`src/rtl/sig_acc_mc.sv`:
```
// sig_acc_mc: multi-channel signed fixed-point accumulator with saturation and sticky overflow flags.
// Optional macro SIG_ACC_MC_ROUND_EN: round half toward +inf when the output has fewer fraction bits.
module sig_acc_mc #(
  parameter int DIN_WIDTH  = 16,
  parameter int DIN_INT    = 4,
  parameter int DOUT_WIDTH = 32,
  parameter int DOUT_INT   = 14,
  parameter int NCH        = 4,
  parameter int CH_WIDTH   = (NCH > 1) ? $clog2(NCH) : 1
) (
  input  logic                         clk,
  input  logic                         rst,
  input  logic                         clr,
  input  logic signed [DIN_WIDTH-1:0]  din,
  input  logic                         din_valid,
  input  logic                         din_last,
  output logic signed [DOUT_WIDTH-1:0] dout,
  output logic [CH_WIDTH-1:0]          dout_ch,
  output logic                         dout_valid,
  output logic                         dout_ovf
);
  // Stream protocol: valid-only, no backpressure. A sample is consumed on every
  // edge where din_valid=1; din_last is meaningful only then. dout_valid is a
  // one-cycle strobe and dout/dout_ch/dout_ovf hold until the next strobe.

  localparam int DIN_POINT  = DIN_WIDTH - DIN_INT;
  localparam int DOUT_POINT = DOUT_WIDTH - DOUT_INT;
  localparam int EXT_W      = ((DIN_WIDTH > DOUT_WIDTH) ? DIN_WIDTH : DOUT_WIDTH) + 2;
  localparam int SUM_W      = DOUT_WIDTH + 2;

  localparam logic signed [SUM_W-1:0] MAX_POS = {3'b000, {(DOUT_WIDTH-1){1'b1}}};
  localparam logic signed [SUM_W-1:0] MIN_NEG = {3'b111, {(DOUT_WIDTH-1){1'b0}}};

  logic signed [DOUT_WIDTH-1:0] r_acc [NCH];
  logic [NCH-1:0]               r_flag;
  logic [CH_WIDTH-1:0]          r_ch;

  logic signed [EXT_W-1:0]      w_din_ext;
  logic signed [EXT_W-1:0]      w_shifted;
  logic signed [DOUT_WIDTH:0]   w_aligned;
  logic                         w_unused_ext;
  logic signed [DOUT_WIDTH-1:0] w_acc_rd;
  logic                         w_flag_rd;
  logic signed [SUM_W-1:0]      w_sum;
  logic signed [DOUT_WIDTH-1:0] w_sat;
  logic                         w_ovf_now;
  logic [CH_WIDTH-1:0]          w_ch_next;

  assign w_din_ext = {{(EXT_W-DIN_WIDTH){din[DIN_WIDTH-1]}}, din};

  generate
    if (DOUT_POINT >= DIN_POINT) begin : g_left
      assign w_shifted = w_din_ext <<< (DOUT_POINT - DIN_POINT);
    end else begin : g_right
      localparam int SH = DIN_POINT - DOUT_POINT;
`ifdef SIG_ACC_MC_ROUND_EN
      localparam logic signed [EXT_W-1:0] HALF = {{(EXT_W-1){1'b0}}, 1'b1} << (SH - 1);
      assign w_shifted = (w_din_ext + HALF) >>> SH;
`else
      assign w_shifted = w_din_ext >>> SH;
`endif
    end
  endgenerate

  // Aligned value always fits in DOUT_WIDTH+1 bits (rounding may reach +2^(DOUT_WIDTH-1)).
  assign w_aligned    = w_shifted[DOUT_WIDTH:0];
  assign w_unused_ext = ^w_shifted[EXT_W-1:DOUT_WIDTH+1];

  assign w_acc_rd  = r_acc[r_ch];
  assign w_flag_rd = r_flag[r_ch];
  assign w_sum     = {{2{w_acc_rd[DOUT_WIDTH-1]}}, w_acc_rd} + {w_aligned[DOUT_WIDTH], w_aligned};

  always_comb begin
    w_ovf_now = 1'b0;
    w_sat     = w_sum[DOUT_WIDTH-1:0];
    if (w_sum > MAX_POS) begin
      w_sat     = MAX_POS[DOUT_WIDTH-1:0];
      w_ovf_now = 1'b1;
    end else if (w_sum < MIN_NEG) begin
      w_sat     = MIN_NEG[DOUT_WIDTH-1:0];
      w_ovf_now = 1'b1;
    end
  end

  assign w_ch_next = (r_ch == CH_WIDTH'(NCH - 1)) ? '0 : r_ch + CH_WIDTH'(1);

  always_ff @(posedge clk or negedge rst) begin
    if (!rst) begin
      for (int i = 0; i < NCH; i++) r_acc[i] <= '0;
      r_flag     <= '0;
      r_ch       <= '0;
      dout       <= '0;
      dout_ch    <= '0;
      dout_valid <= 1'b0;
      dout_ovf   <= 1'b0;
    end else if (clr) begin
      for (int i = 0; i < NCH; i++) r_acc[i] <= '0;
      r_flag     <= '0;
      r_ch       <= '0;
      dout_valid <= 1'b0;
    end else if (din_valid) begin
      r_ch <= w_ch_next;
      if (din_last) begin
        // Emit and restart the frame on the same edge.
        r_acc[r_ch]  <= '0;
        r_flag[r_ch] <= 1'b0;
        dout         <= w_sat;
        dout_ch      <= r_ch;
        dout_ovf     <= w_flag_rd | w_ovf_now;
        dout_valid   <= 1'b1;
      end else begin
        r_acc[r_ch]  <= w_sat;
        r_flag[r_ch] <= w_flag_rd | w_ovf_now;
        dout_valid   <= 1'b0;
      end
    end else begin
      dout_valid <= 1'b0;
    end
  end
endmodule

```
`config.mk`:
```
export PLATFORM = sky130hd
export DESIGN_NAME = sig_acc_mc
export DESIGN_NICKNAME = d
export VERILOG_FILES = /design/src/rtl/sig_acc_mc.sv
export SDC_FILE = /design/constraint.sdc
export NUM_CORES = 1
export LEC_CHECK = 0
export BUFFER_PORTS_ARGS = -buffer_cell sky130_fd_sc_hd__buf_4
export CAP_MARGIN = 20
export CORE_MARGIN = 2
export CORE_UTILIZATION = 55
export DETAILED_ROUTE_END_ITERATION = 10
export PLACE_DENSITY_LB_ADDON = 0.15
export SLEW_MARGIN = 10
export SYNTH_ARGS = -nofsm -noshare
export SYNTH_HDL_FRONTEND = slang
export SYNTH_SLANG_ARGS = --single-unit
```
`constraint.sdc`:
```
create_clock -name clk -period 9.1 [get_ports clk]
set_input_delay 0.455 -clock clk [delete_from_list [all_inputs] [get_ports clk]]
set_output_delay 0.455 -clock clk [all_outputs]
set_load 0.01 [all_outputs]
```
; Word level (Yosys, flattened, before mapping)
; Cells that the tools add are included.
[word_totals]
regBits = 170
input_bits = 21
out_inout_bits = 36
word_cells = 57
[op_classes]
mux = 27
addsub = 2
n_reduce_logical = 4
n_lt_le_gt_ge = 6
n_eq_ne = 1
bitwise_logic = 7
[op_table]
columns = operator, count
row1 = 2-to-1 mux 128 bit, 3
row2 = 2-to-1 mux 32 bit, 5
row3 = AND 128 bit, 1
row4 = bitwise mux 128 bit, 1
row5 = inverter 128 bit, 1
row6 = binary-select mux 32 bit (select 2 bit), 1
row7 = demux 32 bit (select 2 bit), 1
row8 = adder 32 x 22 -> 33 bit, 1
row9 = "greater-than comparator 33 x 32 -> 1 bit, second input constant", 1
row10 = "< comparator 33 x 32 -> 1 bit, second input constant", 1
row11 = 2-to-1 mux 4 bit, 3
row12 = 2-to-1 mux 1 bit, 7
row13 = 2-to-1 mux 2 bit, 3
row14 = AND 4 bit, 1
row15 = bitwise mux 4 bit, 1
row16 = inverter 4 bit, 1
row17 = ">= comparator 3 bit, second input constant", 1
row18 = "< comparator 2 x 3 -> 1 bit, second input constant", 1
row19 = "< comparator 3 x 1 -> 1 bit, second input constant", 1
row20 = inverter 2 -> 3 bit, 1
row21 = AND reduction 3 bit, 1
row22 = "adder 2 x 1 -> 2 bit, second input constant", 1
row23 = binary-select mux 1 bit (select 2 bit), 1
row24 = demux 1 bit (select 2 bit), 1
row25 = other kinds (6), 7

; Logic depth before layout (Yosys ltp)
; Gate-level depths: netlist of the first run.
[depth]
depth_word = 13
ltp_mapped = 16
mapped_depth_nobuf = 12

; Worst setup path after synthesis of the first run
; No wires, ideal clock.
[synth_path]
path_type = register to register
from = register r_ch[0]
to = register r_acc[117] in the netlist's numbering
n_path_buf = 4
synth_period_minus_slack_ns = 4.230
path_slack_ns = 4.870
required_time_ns = 9.012
arrival_time_ns = 4.142
stages_incl_launch_ff = 15
setup_time_ns = 0.088
cell_sequence = dfrtp_1 -> clkbuf_1 -> buf_1 -> mux4_2 -> ha_1 -> a211oi_2 -> o21ai_1 -> a31oi_1 -> nand3b_1 -> a41oi_4 -> mux2i_2 -> buf_4 -> nand2_1 -> buf_4 -> o211ai_1
[synth_via]
elab_chain_len = 12
word_cells_on_any_way = 20
cone_classes = add/sub: 1 / order compare: 4 / mux: 11 / bitwise: 3 / reduce/logical: 1
[synth_lines]
columns = element, line_no
row1 = "start, declared", 36  ; logic [CH_WIDTH-1:0] r_ch;
row2 = "start signal, assigned", 102  ; r_ch <= w_ch_next;
row3 = inverter 2 -> 3 bit (implied by the code) (*), "69, 105, 112"
row4 = binary-select mux 32 bit (select 2 bit), 69  ; assign w_acc_rd = r_acc[r_ch];
row5 = 2-to-1 mux 32 bit (implied by the code) (2 in a row), 69
row6 = adder 32 x 22 -> 33 bit, 71  ; assign w_sum = {{2{w_acc_rd[DOUT_WIDTH-1]}}, w_acc_rd} + {w_aligned[DOUT_WIDTH], w_aligned};
row7 = < comparator 33 x 32 -> 1 bit, 79  ; end else if (w_sum < MIN_NEG) begin
row8 = 2-to-1 mux 32 bit, 79
row9 = 2-to-1 mux 32 bit, 76  ; if (w_sum > MAX_POS) begin
row10 = bitwise mux 128 bit, 112  ; r_acc[r_ch] <= w_sat;
row11 = 2-to-1 mux 128 bit (*), 103  ; if (din_last) begin
row12 = 2-to-1 mux 128 bit (*), 101  ; end else if (din_valid) begin
row13 = 2-to-1 mux 128 bit (*), 96  ; end else if (clr) begin
row14 = "end signal, assigned by index", 112
row15 = "end, declared", 34  ; logic signed [DOUT_WIDTH-1:0] r_acc [NCH];
; Mark *: on every way between the ends. The rest lies on a longest branch, timed or not. The select of a mux whose other input is x is not followed.
; A chain may end at the register's enable or synchronous reset.

; Worst setup path after layout of the first run
[layout_path]
from = register r_ch[0]
to = register r_acc[81] in the netlist's numbering
; The elaborated chain is that of the path after synthesis.

==> flow_metrics.tcl, run 1 <==
set metrics [dict create \
    final_cell_area_mm2 0.01009 \
    pwr_density_cell_mw_per_mm2 198.7 \
    nets 925 \
    min_period_ns 5.285 \
    finalSetupTns_ns 0 \
    antenna_found_initial 0 \
    final.setup_skew_ns 0.01365 \
    die_h_um 131.4 \
    crit_type "register to register" \
    max-slew-margin-rel_pct 30.17 \
    layout-drive-gt1-share_pct 16.70 \
    synth_nets 898 \
    dp.cells 1070 \
    rows 46 \
    cts_htree_levels 4 \
    hpwlAfterDp_um 15820 \
    antennaDiodeCount 0 \
    insertion_delay_ns 0.44 \
    setup_viol 0 \
    cts_hold_buf 0 \
    grt_pass1_vias 7391 \
    async_flop_share_pct 100.0 \
    grt_usage_pct 29.27 \
    wl_um 24250 \
    cts_sinks 170 \
    yosys_warnings 0 \
    drtAntennaViolNets 0 \
    syn_inst 846 \
    root_buffer "clkbuf_16" \
    drtPass1Iterations 5 \
    grt_pass1_wl_um 39740 \
    post_cts_buffers 0 \
    reg2reg_depth 11 \
    io_pins 57 \
    drc_errors 0 \
    synth_edf_count 0 \
    post_cts_resized 0 \
    critPathArrivalTime_ns 5.61 \
    ys_seq_elements 170 \
    hold_path.class "input port to async pin" \
    ys.flop_type "dfrtp_1" \
    gp_congestion 0.9806 \
    die_x_um 131.4 \
    wl_per_cell_um 22.01 \
    path_cells "buf_4 -> mux4_2 -> ha_1 -> nand4_1 -> nor3_1 -> nand3_1 -> o21ai_0 -> o21ai_0 -> mux2i_2 -> nand2_1 -> o211ai_1" \
    rsz0062_at_grt "false" \
    synth_largest_area_cell "dfrtp_1" \
    drv_cap 0 \
    critPathLaunchType "register" \
    netlist_area_mm2 0.008932 \
    grt-ovfl-total 0 \
    avgViaCountPerCell 6.553 \
    slew_viol_final 0 \
    clkTransAtPathRegs_ns 0.08 \
    start_util_pct 56.23 \
    synth_cell_types 61 \
    yosys-top-cells-area "dfrtp_1 (48%), mux4_2 (8.3%), o211ai_1 (6.2%)" \
    final_common_cell "dfrtp_1" \
    layout_common_cells "dfrtp_1 (169), nand2_1 (145), o211ai_1 (74)" \
    fmax_mhz 189.2 \
    vdd_drop_max_v 0.0001714 \
    port_buffers 56 \
    critPathMaxFanout 24 \
    cp_data_required_time_ns 9.43 \
    slowest_delay_ns 0.76 \
    yosysSeqAreaShare_pct 47.63 \
    die_area_mm2 0.01728 \
    postPlaceCellArea_mm2 0.009447 \
    cpMaxStageDelayCell "nand2_1" \
    cts_buffers 17 \
    core_mm2 0.01589 \
    p_leak_uw 0.004467 \
    end_kind "register" \
    drtIter0Drc 756 \
    fin_cells 1102 \
    vias 7221 \
    final-hold-violation-count 0 \
    crit_buf_inv 1 \
    cts_buffer_depth 2 \
    synth.avg_cell_area_um2 10.56 \
    netlist.area_leader.share_pct 47.63 \
    area_growth_pct 12.93 \
    period_share_pct 58.08 \
    holdWs_ns 0.1583 \
    crit_family "simple AND/OR/NAND/NOR gates" \
    worst_pin_slew_ns 1.031 \
    outcome "complete, no violations" \
    grt_start_max_net_pins 106 \
    tritoncts "built" \
    crit_top_cell "o21ai_0" \
    cp_num_cells 11 \
]
-- power by group --
group	total, µW	internal, µW	switching, µW
sequential	837	805	31.8
combinational	380	152	228
clock	787	453	334
total	2000	1410	594
-- per-layer routing --
metal | global-route usage (%) | up-vias | part of all wire [%]
met5 | 0 | - | 0
met4 | 10.51 | 0 | 2.4
met3 | 6.983 | 53 | 7.7
met2 | 47.09 | 348 | 49
met1 | 39.06 | 3619 | 41
li1 | - | 3201 | -
-- worst register-to-register path: stages (launching register included) --
cell and delay (ns):
dfrtp_2 0.64, buf_4 0.54, mux4_2 0.60, ha_1 0.49, nand4_1 0.22, nor3_1 0.39
nand3_1 0.13, o21ai_0 0.29, o21ai_0 0.14, mux2i_2 0.65, nand2_1 0.76, o211ai_1 0.32
-- cell families (layout without fill, tap and decap cells) --
family / count (synthesis) / count (layout) / share of synthesized area [%]
AOI/OAI and AO/OA: 265 / 265 / 21.21
xor gates and xnor gates: 20 / 20 / 1.961
adders and majority gates: 31 / 31 / 4.426
buffers and inverters: 73 / 113 / 3.544
DFF: 170 / 170 / 47.63
muxes: 41 / 41 / 9.427
and+or+nand+nor: 246 / 246 / 11.81
-- worst paths after layout --
check | startpoint | endpoint | slack [ns]
min in group clk | clr | r_ch[1] | 0.25
hold / removal | rst | r_acc[73] | 0.16
max in group asynchronous | rst | r_ch[0] | 7.53
hold reg to reg | r_acc[20] | r_acc[20] | 0.48
setup / recovery | r_ch[0] | r_acc[81] | 3.81
setup reg to reg | r_ch[0] | r_acc[81] | 3.81
-- synth_stat cells, drive strengths merged, types with 2 or more instances --
cell,count
ha,30
nor4b,2
dfrtp,170
nor2,56
nor3b,2
o221ai,4
mux2,2
mux2i,6
nand2,147
and2,10
xnor2,12
or2,3
nand3,2
a31oi,4
o311ai,2
inv,18
buf,26
o21ai,50
nor3,9
xor2,8
a221o,33
a41oi,3
a22o,8
nand2b,4
clkbuf,29
a21o,6
o211ai,74
o21bai,4
nand4,3
mux4,33
o22a,18
nor4,3
a211oi,2
a21oi,50
nand3b,3
-- state kept, by name (all words and copies together), names as in the netlist --
signal      cells
r_acc         128
r_flag          4
dout_valid      1
dout_ch         2
dout           32
r_ch            2
dout_ovf        1
-- area by class of cell --
class                   instances  area, µm²
flip-flops and latches        170       4255
well taps                     216      270.3
fillers                      1296       5798
multi-input cells             603       4377
clock buffers                  18      439.2
inverters                      18      67.56
repair buffers                 63      476.7
clock inverters                14      201.4
-- per-stage QoR --
step	util [%]	total power, µW	setup slack [ns]
floorplan	-	1075	4.870
finish	63.50	2004	3.815
global route	63.50	2087	3.452
detailed placement	59.47	1228	3.893
global placement	59.47	1217	4.084
CTS	63.50	2013	3.831
No activity file was read; power rests on OpenSTA's default activity.
==> run 2, diff against run 1 <==
- clock period: 9.1 -> 5.3 ns (I/O delays scaled with it)
==> run 2 against run 1 <==
Clock power rose by 58%. Sequential power is 72% higher. Routed wire length up 1.8%. Cell count grew 1.6%. Global-route usage up 0.24 points. Critical endpoint is now r_acc[108]. Maximum frequency increased by 10%. Critical path type unchanged. Via count grew 0.64%. Largest cell class unchanged. Setup slack lost 3.3 ns.
==> flow_metrics.tcl, run 2 (synthesis results as in run 1) <==
set metrics [dict create \
    outcome "complete, no violations" \
    cts_sinks 170 \
    layout_common_cells "dfrtp_1 (169), nand2_1 (145), buf_4 (79)" \
    crit_type "register to register" \
    cts_buffers 17 \
    drtIter0Drc 608 \
    tritoncts "built" \
    hold_start "clr" \
    finalSetupTns_ns 0 \
    setup_slack_ns 0.4976 \
    critPathMaxFanout 24 \
    period_share_pct 90.61 \
    slew_viol_final 0 \
    port_buffers 56 \
    final-hold-violation-count 0 \
    insertion_delay_ns 0.43 \
    cp_data_required_time_ns 5.62 \
    r2r_slack_ns 0.50 \
    p_leak_uw 0.004515 \
    setup_viol 0 \
    drv_cap 0 \
    cts_htree_levels 4 \
    antenna_found_initial 0 \
    area_growth_pct 13.85 \
    fill_cells 1284 \
    die_h_um 131.4 \
    postPlaceCellArea_mm2 0.009574 \
    r2r-start "r_ch[0]" \
    wl_um 24680 \
    pwr_density_cell_mw_per_mm2 329.2 \
    layout-drive-gt1-share_pct 18.14 \
    grt_pass1_wl_um 40000 \
    use_met1_pct 40.53 \
    vias 7267 \
    min_period_ns 4.802 \
    grt-ovfl-total 0 \
    largest-register "r_acc" \
    die_area_mm2 0.01728 \
    die_x_um 131.4 \
    drtAntennaViolNets 0 \
    use_met2_pct 46.51 \
    grt_usage_pct 29.51 \
    drc_errors 0 \
    antennaDiodeCount 0 \
    critPathLaunchType "register" \
    max-slew-margin-rel_pct 38.63 \
    gp_congestion 0.8857 \
    cts_buffer_depth 2 \
    grt_pass1_vias 7368 \
    final_cell_area_mm2 0.01017 \
    multi_input_area_mm2 0.004377 \
    start_util_pct 56.23 \
    crit_start "r_ch[0]" \
    worst_pin_slew_ns 0.9205 \
    critPathArrivalTime_ns 5.13 \
    pre_cts_ws_ns 0.5819 \
    grt_util_met3_pct 6.019 \
    rows 46 \
    post_cts_buffers 0 \
    final.setup_skew_ns 0.01130 \
    hpwlAfterDp_um 16610 \
    fmax_mhz 208.2 \
    busiest_layer "met2" \
    top_regs "r_acc x128, dout x32, r_flag x4" \
    area.sequential_mm2 0.004255 \
    largest_reg_flops 128 \
    root_buffer "clkbuf_16" \
    hold_path.class "input port to register" \
    drtPass1Iterations 5 \
    end_kind "register" \
    total_power_uw 3348 \
    io_pins 57 \
    wl_per_cell_um 22.03 \
    nets 943 \
    vdd_drop_max_v 0.0002566 \
    avgViaCountPerCell 6.488 \
    rsz0062_at_grt "false" \
    grt_start_max_net_pins 68 \
    core_mm2 0.01589 \
    final_common_cell "dfrtp_1" \
    clkTransAtPathRegs_ns 0.06 \
]
-- run 2: changes by cell type in the layout (fill, tap and decap cells not counted), sizes merged --
cell and change:
buf +17, inv -5, clkinvlp +4, bufinv -1, clkbuf +1, clkinv +1, dlygate4sd3 +1
-- run 2: final cells by class --
class | instances | area share, %
Multi-Input combinational cell | 603 | 43.04
Inverter | 18 | 0.6644
Clock inverter | 13 | 1.403
Tap cell | 216 | 2.657
Clock buffer | 19 | 4.355
Sequential cell | 170 | 41.84
Timing Repair Buffer | 81 | 6.041
-- run 2: worst paths after layout --
path,cells after the start,to
worst max-delay path,12,r_acc[108]
worst min-delay path,2,r_ch[0]
worst max register to register,12,r_acc[108]
worst min register to register,2,r_acc[123]
max in group asynchronous,3,r_acc[125]
min in group asynchronous,2,r_acc[109]
-- run 2: critical path, cell delays in order, from the launching register on --
cell,delay (ns)
dfrtp_2,0.92
buf_4,0.38
mux4_2,0.54
ha_1,0.40
nand2_1,0.17
nor3_1,0.44
nand3_1,0.13
o21ai_0,0.29
o21ai_0,0.17
mux2i_2,0.18
buf_4,0.25
nand2_1,0.50
o211ai_1,0.31
-- run 2: where the power goes --
part           switching [µW]  internal, µW  leakage (µW)
logic                     395           270       0.00196
clock network             531           711      0.000278
registers                57.8          1380       0.00228
-- run 2: through the flow --
step                utilization [%]  std cells  hold slack [ns]
floorplan                         -        846         -0.03059
global route                  64.02       1120          0.09049
global placement              60.27       1087           0.2959
detailed placement            60.27       1087           0.3048
finish                        64.02       1120          0.08344
CTS                           64.02       1120          0.06870
-- run 2: repair_timing --
item / 4_1_cts / 5_1_grt
hold buffers: 1 / 0
resized for setup: 0 / 0
endpoints found under the hold margin: 65 / 0
-- run 2: per-layer routing --
layer | share of wire [%] | vias to the layer above
met1 | 42 | 3647
met3 | 7.4 | 51
met4 | 2.7 | 0
met5 | 0 | -
met2 | 48 | 340
li1 | - | 3229
